**config.mk**
```make
export PLATFORM = sky130hd
export DESIGN_NAME = fft_exp_normalizer
export DESIGN_NICKNAME = d
export VERILOG_FILES = /design/src/rtl/fft_exp_normalizer.sv
export SDC_FILE = /design/constraint.sdc
export NUM_CORES = 1
export LEC_CHECK = 0
export ABC_AREA = 1
export CORE_ASPECT_RATIO = 1.1
export CORE_MARGIN = 5
export CORE_UTILIZATION = 60
export CTS_CLUSTER_DIAMETER = 120
export DETAILED_ROUTE_END_ITERATION = 8
export PLACE_DENSITY = 0.82
export SYNTH_ARGS = -nofsm -noshare
export SYNTH_HDL_FRONTEND = slang
export SYNTH_SLANG_ARGS = --single-unit
```
**constraint.sdc**
```tcl
create_clock -name clk -period 5.21 [get_ports clk]
set_input_delay 1.042 -clock clk [delete_from_list [all_inputs] [get_ports clk]]
set_output_delay 1.042 -clock clk [all_outputs]
set_load 0.03 [all_outputs]
```
**src/rtl/fft_exp_normalizer.sv**
```systemverilog
// Normalizes block-floating-point FFT bins to fixed OUT_W-bit samples using the frame exponent.
// Define FFT_FRAME_CHECK_EN to add sop/eop/length frame-integrity checking on the sink port.
module fft_exp_normalizer #(
  parameter int N     = 1024,
  parameter int OUT_W = 24
) (
  input  logic             clk,
  input  logic             reset_n,
  input  logic             sink_valid,
  output logic             sink_ready,
  input  logic [1:0]       sink_error,
  input  logic             sink_sop,
  input  logic             sink_eop,
  input  logic [15:0]      sink_real,
  input  logic [15:0]      sink_imag,
  input  logic [5:0]       sink_exp,
  output logic             source_valid,
  input  logic             source_ready,
  output logic [1:0]       source_error,
  output logic             source_sop,
  output logic             source_eop,
  output logic [OUT_W-1:0] source_real,
  output logic [OUT_W-1:0] source_imag
);

  generate
    if (N < 8 || N > 65536 || (N & (N - 1)) != 0 || OUT_W < 17 || OUT_W > 32) begin : g_param_check
      $error("fft_exp_normalizer: N or OUT_W out of range");
    end
  endgenerate

  localparam logic signed [63:0] MAX_V = (64'sd1 <<< (OUT_W - 1)) - 64'sd1;
  localparam logic signed [63:0] MIN_V = -(64'sd1 <<< (OUT_W - 1));

  logic        advance;
  logic        take;
  logic [5:0]  exp_reg;
  logic [5:0]  use_exp;
  logic [1:0]  chk_err;

  logic        s1_valid;
  logic        s1_sop;
  logic        s1_eop;
  logic [1:0]  s1_error;
  logic [15:0] s1_real;
  logic [15:0] s1_imag;
  logic [5:0]  s1_exp;

  // Both stages move together; a stalled full S2 freezes the whole pipe.
  assign advance    = !source_valid || source_ready;
  assign sink_ready = reset_n && advance;
  assign take       = sink_valid && sink_ready;

  // A 64-bit intermediate holds the largest left shift (16 + 32 bits) without loss.
  function automatic logic [OUT_W-1:0] normalize(input logic [15:0] sample, input logic [5:0] e);
    logic signed [63:0] wide;
    int                 amt;
    amt  = int'($signed(e));
    wide = {{48{sample[15]}}, sample};
    if (amt <= 0) wide = wide <<< (-amt);
    else          wide = wide >>> amt;
    if (wide > MAX_V)      normalize = MAX_V[OUT_W-1:0];
    else if (wide < MIN_V) normalize = MIN_V[OUT_W-1:0];
    else                   normalize = wide[OUT_W-1:0];
  endfunction

`ifdef FFT_FRAME_CHECK_EN
  localparam int CW = $clog2(N);

  typedef enum logic {IDLE, IN_FRAME} frame_state_t;

  frame_state_t   state;
  frame_state_t   state_next;
  logic [CW-1:0]  cnt;
  logic [CW-1:0]  cnt_next;
  logic [CW-1:0]  idx;

  always_ff @(posedge clk or negedge reset_n) begin
    if (!reset_n) begin
      state <= IDLE;
      cnt   <= '0;
    end else if (take) begin
      state <= state_next;
      cnt   <= cnt_next;
    end
  end

  // idx is the position of the sample currently offered; cnt tracks the next one.
  always_comb begin
    state_next = state;
    cnt_next   = cnt + CW'(1);
    chk_err    = 2'b00;
    use_exp    = exp_reg;
    idx        = sink_sop ? '0 : cnt;
    if (sink_sop) begin
      use_exp    = sink_exp;
      state_next = IN_FRAME;
      cnt_next   = CW'(1);
      if (state == IN_FRAME) chk_err[1] = 1'b1;
    end else if (state == IDLE) begin
      use_exp    = '0;
      chk_err[0] = 1'b1;
      cnt_next   = cnt;
    end
    if (sink_sop || state == IN_FRAME) begin
      if (sink_eop != (idx == CW'(N - 1))) begin
        chk_err[1] = 1'b1;
        state_next = IDLE;
      end else if (sink_eop) begin
        state_next = IDLE;
      end
    end
  end
`else
  assign chk_err = 2'b00;
  assign use_exp = sink_sop ? sink_exp : exp_reg;
`endif

  always_ff @(posedge clk or negedge reset_n) begin
    if (!reset_n)              exp_reg <= '0;
    else if (take && sink_sop) exp_reg <= sink_exp;
  end

  always_ff @(posedge clk or negedge reset_n) begin
    if (!reset_n) begin
      s1_valid <= 1'b0;
      s1_sop   <= 1'b0;
      s1_eop   <= 1'b0;
      s1_error <= 2'b00;
      s1_real  <= '0;
      s1_imag  <= '0;
      s1_exp   <= '0;
    end else if (advance) begin
      s1_valid <= sink_valid;
      s1_sop   <= sink_sop;
      s1_eop   <= sink_eop;
      s1_error <= sink_error | chk_err;
      s1_real  <= sink_real;
      s1_imag  <= sink_imag;
      s1_exp   <= use_exp;
    end
  end

  always_ff @(posedge clk or negedge reset_n) begin
    if (!reset_n) begin
      source_valid <= 1'b0;
      source_sop   <= 1'b0;
      source_eop   <= 1'b0;
      source_error <= 2'b00;
      source_real  <= '0;
      source_imag  <= '0;
    end else if (advance) begin
      source_valid <= s1_valid;
      if (s1_valid) begin
        source_sop   <= s1_sop;
        source_eop   <= s1_eop;
        source_error <= s1_error;
        source_real  <= normalize(s1_real, s1_exp);
        source_imag  <= normalize(s1_imag, s1_exp);
      end
    end
  end

endmodule

```
== After elaboration in Yosys (flattened, before gate mapping) ==
Index checks and enable logic that the tools add are counted.
Storage, ports and cells
  bits of input ports: 46
  logic and storage cells: 41
  register bits after elaboration: 102
  output and inout bits: 54
Cells by class
  shifts and indexed selects: 4
  reductions and logical operators: 6
  add/sub/neg operators: 1
  magnitude comparators: 5
  muxes and demuxes: 11
Operators by type and width (number)
  64-bit two-way mux: 6
  64-bit by 24-bit > comparator with 1-bit output (second input constant): 2
  64-bit by 24-bit < comparator with 1-bit output (second input constant): 2
  16-bit by 32-bit <<< shifter with 64-bit output: 2
  16-bit by 32-bit >>> shifter with 64-bit output: 2
  24-bit two-way mux: 4
  6-bit negation with 32-bit output: 1
  6-bit by 1-bit less-or-equal comparator with 1-bit output (second input constant): 1
  6-bit two-way mux: 1
  1-bit logical AND: 3
  2-bit AND reduction: 1
  1-bit logical NOT: 1
  1-bit logical OR: 1

== Longest topological paths before layout ==
  word-level depth: 8
  gate-level depth with buffers: 37
  gate-level depth less buffers: 33

== Worst setup path after synthesis ==
OpenSTA, ideal clock, no wires.
  kind: reg-to-reg
  from: reg s1_exp[0]
  to: reg source_real[15]
  stages on the path, launching flop included: 34
  data arrival time: 3.893 ns
  data required time: 5.144 ns
  setup time: 0.066 ns
  setup slack: 1.252 ns
  path buffers: 6
  period minus slack after synthesis: 3.958 ns
  cell sequence: dfrtp_1 buf_2 inv_2 clkbuf_1 clkbuf_1 ha_1 nand4_1 ha_1 buf_6 nor2_1 nand2_1 nor2_2 buf_6 nand2_2 inv_2 nand3_1 nor2_1 inv_1 nor2_2 inv_2 nor2_1 nand2_1 a21oi_1 nand4_1 nor2_1 nand2_1 nor2_1 nand2_1 nand2_2 buf_6 nand2_1 nand2_1 nand2_1 nand2_1
Between the ends
  word-level cells in the longest chain between the ends: 8
  elaborated cells on any way between the ends: 11
  those cells by class: add/sub: 1; order compare: 3; shift: 2; mux: 5
RTL lines
  from (decl): RTL line 47  | logic [5:0] s1_exp;
  from (signal assigned): RTL line 140  | s1_exp <= use_exp;
  6-bit negation with 32-bit output: RTL line 60  | if (amt <= 0) wide = wide <<< (-amt);
  16-bit by 32-bit <<< shifter with 64-bit output: RTL line 60
  64-bit two-way mux *: RTL line 60
  64-bit two-way mux *: RTL line 154  | if (s1_valid) begin
  64-bit two-way mux *: RTL line 152  | end else if (advance) begin
  64-bit by 24-bit < comparator with 1-bit output: RTL line 63  | else if (wide < MIN_V) normalize = MIN_V[OUT_W-1:0];
  24-bit two-way mux: RTL line 63
  24-bit two-way mux *: RTL line 62  | if (wide > MAX_V) normalize = MAX_V[OUT_W-1:0];
  to (signal assigned): RTL line 158  | source_real <= normalize(s1_real, s1_exp);
  to (decl): RTL line 22  | output logic [OUT_W-1:0] source_real,
Every way passes the cells marked *; elsewhere a longest branch is shown, timed or not. The select of a mux whose other input is x is not followed.
A chain may end at the register's enable or synchronous reset.

== Worst setup path after layout ==
  from: reg s1_exp[1]
  to: reg source_real[12]
Same word-level chain as after synthesis.

==> results by group <==
Synth
  • Post-Syn Area per Cell: 5.37 um2
  • Post-synthesis compound-gate area fraction: 14.5%
  • Seq cells post-synth: 102
  • Sequential-to-total area share from yosys stat: 21.8%
  • Simple-gate portion of the synthesized area: 52.7%
  • Synth cell types: 48
  • Xor/xnor cell area share of the yosys netlist: 0.375%
  • Syn Nets: 2231
  • Post-Synth Adder-Cell Area: 0.749%
  • Multiplexer area fraction after synthesis: 0.257%
  • Yosys top cell area share: 33.8%
  • Largest family of logic cells by synthesized area: simple AND/OR/NAND/NOR gates
  • YS warnings: 0
  • Synth area leader: nand2_1
  • Mapped Area: 0.0117 mm2
  • Post-synth EDFFs: 0
  • Ys flop type: dfrtp_1
  • Gate count of the mapped netlist: 2178
  • Synth async-reset ratio: 100%
  • Top cells by area, synth: nand2_1 (34%), dfrtp_1 (22%), nand3_1 (8.0%)

Route
  • DR WL/cell: 18.5 um
  • DRC violations left: 0
  • Total wire length: 44800 um
  • Drt initial violations: 2023
  • Vias: 14722
  • Post-route ant nets: 0
  • Pre-antenna DRT Iters: 7
  • Vias per inst: 6.09

Timing
  • Fin crit period: 4.71 ns
  • WHS: 0.481 ns
  • Setup_tns: 0 ns
  • # setup viols final: 0
  • Crit share post-route: 90.5%
  • Skew final: 0.0158 ns
  • Final Hold Violating Endpoints: 0
  • Rel. slew slack: 24.8%
  • Final Slew Violations: 0
  • Fmax: 0.212 GHz
  • Actual slew at the worst max-slew pin: 1.13 ns

Flow run
  • Max-cap violations: 0

Layout
  • Finished Core Util: 67.3%
  • N_diodes: 0
  • Final #Nets: 2219
  • Final cell count without fillers: 2418
  • Biggest regs: source_imag: 24 flops, source_real: 24 flops
  • Area grow syn2layout: 10.3%
  • Share of post-route cells with drive strength above 1: 4.65%
  • Fin area: 0.0129 mm2

CTS
  • CTS clk-pin slew, worst paths: 0.08 ns
  • Clock Path Buffers: 2
  • Worst skew pair latency: 0.37 ns
  • H-Tree Depth: 3
  • CTS sink count: 102
  • CTS tree: yes
  • # hold bufs at CTS: 0
  • Clock buffer count from CTS: 9
  • Clock Tree Root: clkbuf_16

Worst setup path
  • Reg-to-reg critical path startpoint: s1_exp[1]
  • Setup crit start: s1_exp[1]
  • Crit. End Element: flop
  • Largest stage delay, worst path: 0.57 ns
  • Crit path kind: reg2reg
  • WP data required: 5.52 ns
  • CP max FO: 25
  • CP startpoint kind: flop
  • Cell mode on critical path: nand2_1
  • Slowest library cell on the worst path: nor2_2
  • Critical path arrival: 5.03 ns

GRT
  • First-pass GRT wire length: 71100 um
  • Vias in the first global route: 13819
  • Gr ovfl total: 0
  • Initial antenna violation count: 0
  • Gr usage total: 40.1%
  • Largest net degree at the start of global routing: 90

Floorplan
  • Ports: 100
  • Die area: 0.0224 mm2
  • Core Area: 0.0192 mm2
  • Initial core utilization: 61.0%
  • Cell row count: 53
  • Die width: 143 um
  • Die height: 156 um

Place
  • GP Congestion: 1.08
  • Placed cell areas: 0.0125 mm2
  • Detailed placement HPWL: 33100 um
  • Dpl cells: 2395
  • IO Port Bufs: 99

Power and ir drop
  • Pleak: 6.58 nW
  • PD cells: 477 mW/mm2
  • VDD IR max: 351 uV

Hold path
  • Hold Path Origin: source_real[15]
  • Worst hold path type: reg2reg

Run status
  • Status: finished, final reports clean
==> report_power, final <==
part	leakage [nW]	internal [mW]	switching, mW
combinational	5.29	1.26	3.00
sequential	1.15	1.00	0.208
clock	0.144	0.339	0.348
total	6.58	2.60	3.56
==> timing repair <==
item	CTS	global route
gates resized for setup	0	7
buffers inserted	0	4
setup endpoints to repair	0	46
==> final timing paths <==
kind	end	slack (ns)	cells after the start
worst max register to register	source_real[12]	0.50	30
worst min-delay path	source_real[15]	0.48	2
min in group asynchronous	source_valid	0.60	1
worst min register to register	source_real[15]	0.48	2
worst max-delay path	source_real[12]	0.50	30
max in group asynchronous	s1_exp[1]	3.33	2
==> cell usage after synthesis, drive strengths merged (2+ instances only) <==
library cell     n
a221oi           2
nand4           85
nand2         1056
dfrtp          102
nor4             2
o22ai            2
nand3          187
clkinv           5
a21oi          111
o31ai            2
ha               7
a31oi            8
a211oi           4
nor3             5
o211ai           7
mux2i            3
inv            101
nor2           155
buf             74
o221ai           7
nand3b           2
clkbuf          86
o32ai            2
o21ai          154
==> kinds of logic (layout without fill, tap and decap cells) <==
family	Yosys count	after routing
buffers and inverters	266	257
AND/OR/NAND/NOR	1494	1496
flip-flops	102	102
adder cells (fa/ha/maj)	7	7
XOR/XNOR	2	2
AO/OA/AOI/OAI	304	304
multiplexers	3	3
==> layer usage <==
metal	global-route usage, %	vias to the layer above	share of wire, %
met5	0	-	0
met4	23.2	0	6.6
met3	9.02	224	11
met2	64.0	888	45
met1	49.9	6581	37
li1	-	7029	-
==> layout make-up <==
class                      count  area, um2
clock buffer                  10        229
clock inverter                 6       65.1
inverter                     106        404
multi-input combinational   1812       8060
fill                        1898       6280
sequential                   102       2550
timing repair buffer         134       1260
tap                          247        309
timing repair inverter         1       7.51
==> placed cells by master (no fill, tap or decap), types with 3 or more instances in the layout <==
cell | synthesis | final
nand2_1 | 1053 | 1051
nand3_1 | 186 | 186
nor2_1 | 148 | 146
o21ai_0 | 136 | 136
dfrtp_1 | 102 | 100
a21oi_1 | 99 | 99
clkdlybuf4s50_1 | 0 | 98
inv_1 | 91 | 90
nand4_1 | 85 | 85
buf_4 | 9 | 35
o21ai_1 | 17 | 17
a21oi_2 | 11 | 11
inv_2 | 9 | 9
clkbuf_16 | 0 | 9
a31oi_1 | 8 | 8
o211ai_1 | 7 | 7
o221ai_1 | 7 | 7
ha_1 | 7 | 7
nor2_4 | 3 | 6
clkinv_1 | 5 | 5
nand2_2 | 3 | 5
nor2_2 | 3 | 4
nor3_1 | 4 | 4
a211oi_1 | 4 | 4
mux2i_1 | 3 | 3
==> critical path: cells and delay by family (launching register included) <==
kind                       cells  cell delay, ns
adders and majority gates      2            0.62
DFF                            1            0.55
and+or+nand+nor               25            3.11
AOI/OAI and AO/OA              1            0.15
buffers and inverters          2            0.19
==> metrics by stage <==
stage / setup WS [ns] / power [mW]
after floorplan: 1.25 / 4.07
after global placement: 0.254 / 5.27
after detailed placement: 0.128 / 5.30
after CTS: 0.116 / 6.01
after global routing: -0.000786 / 6.59
final: 0.496 / 6.15
Power figures use the tool's default switching activity.
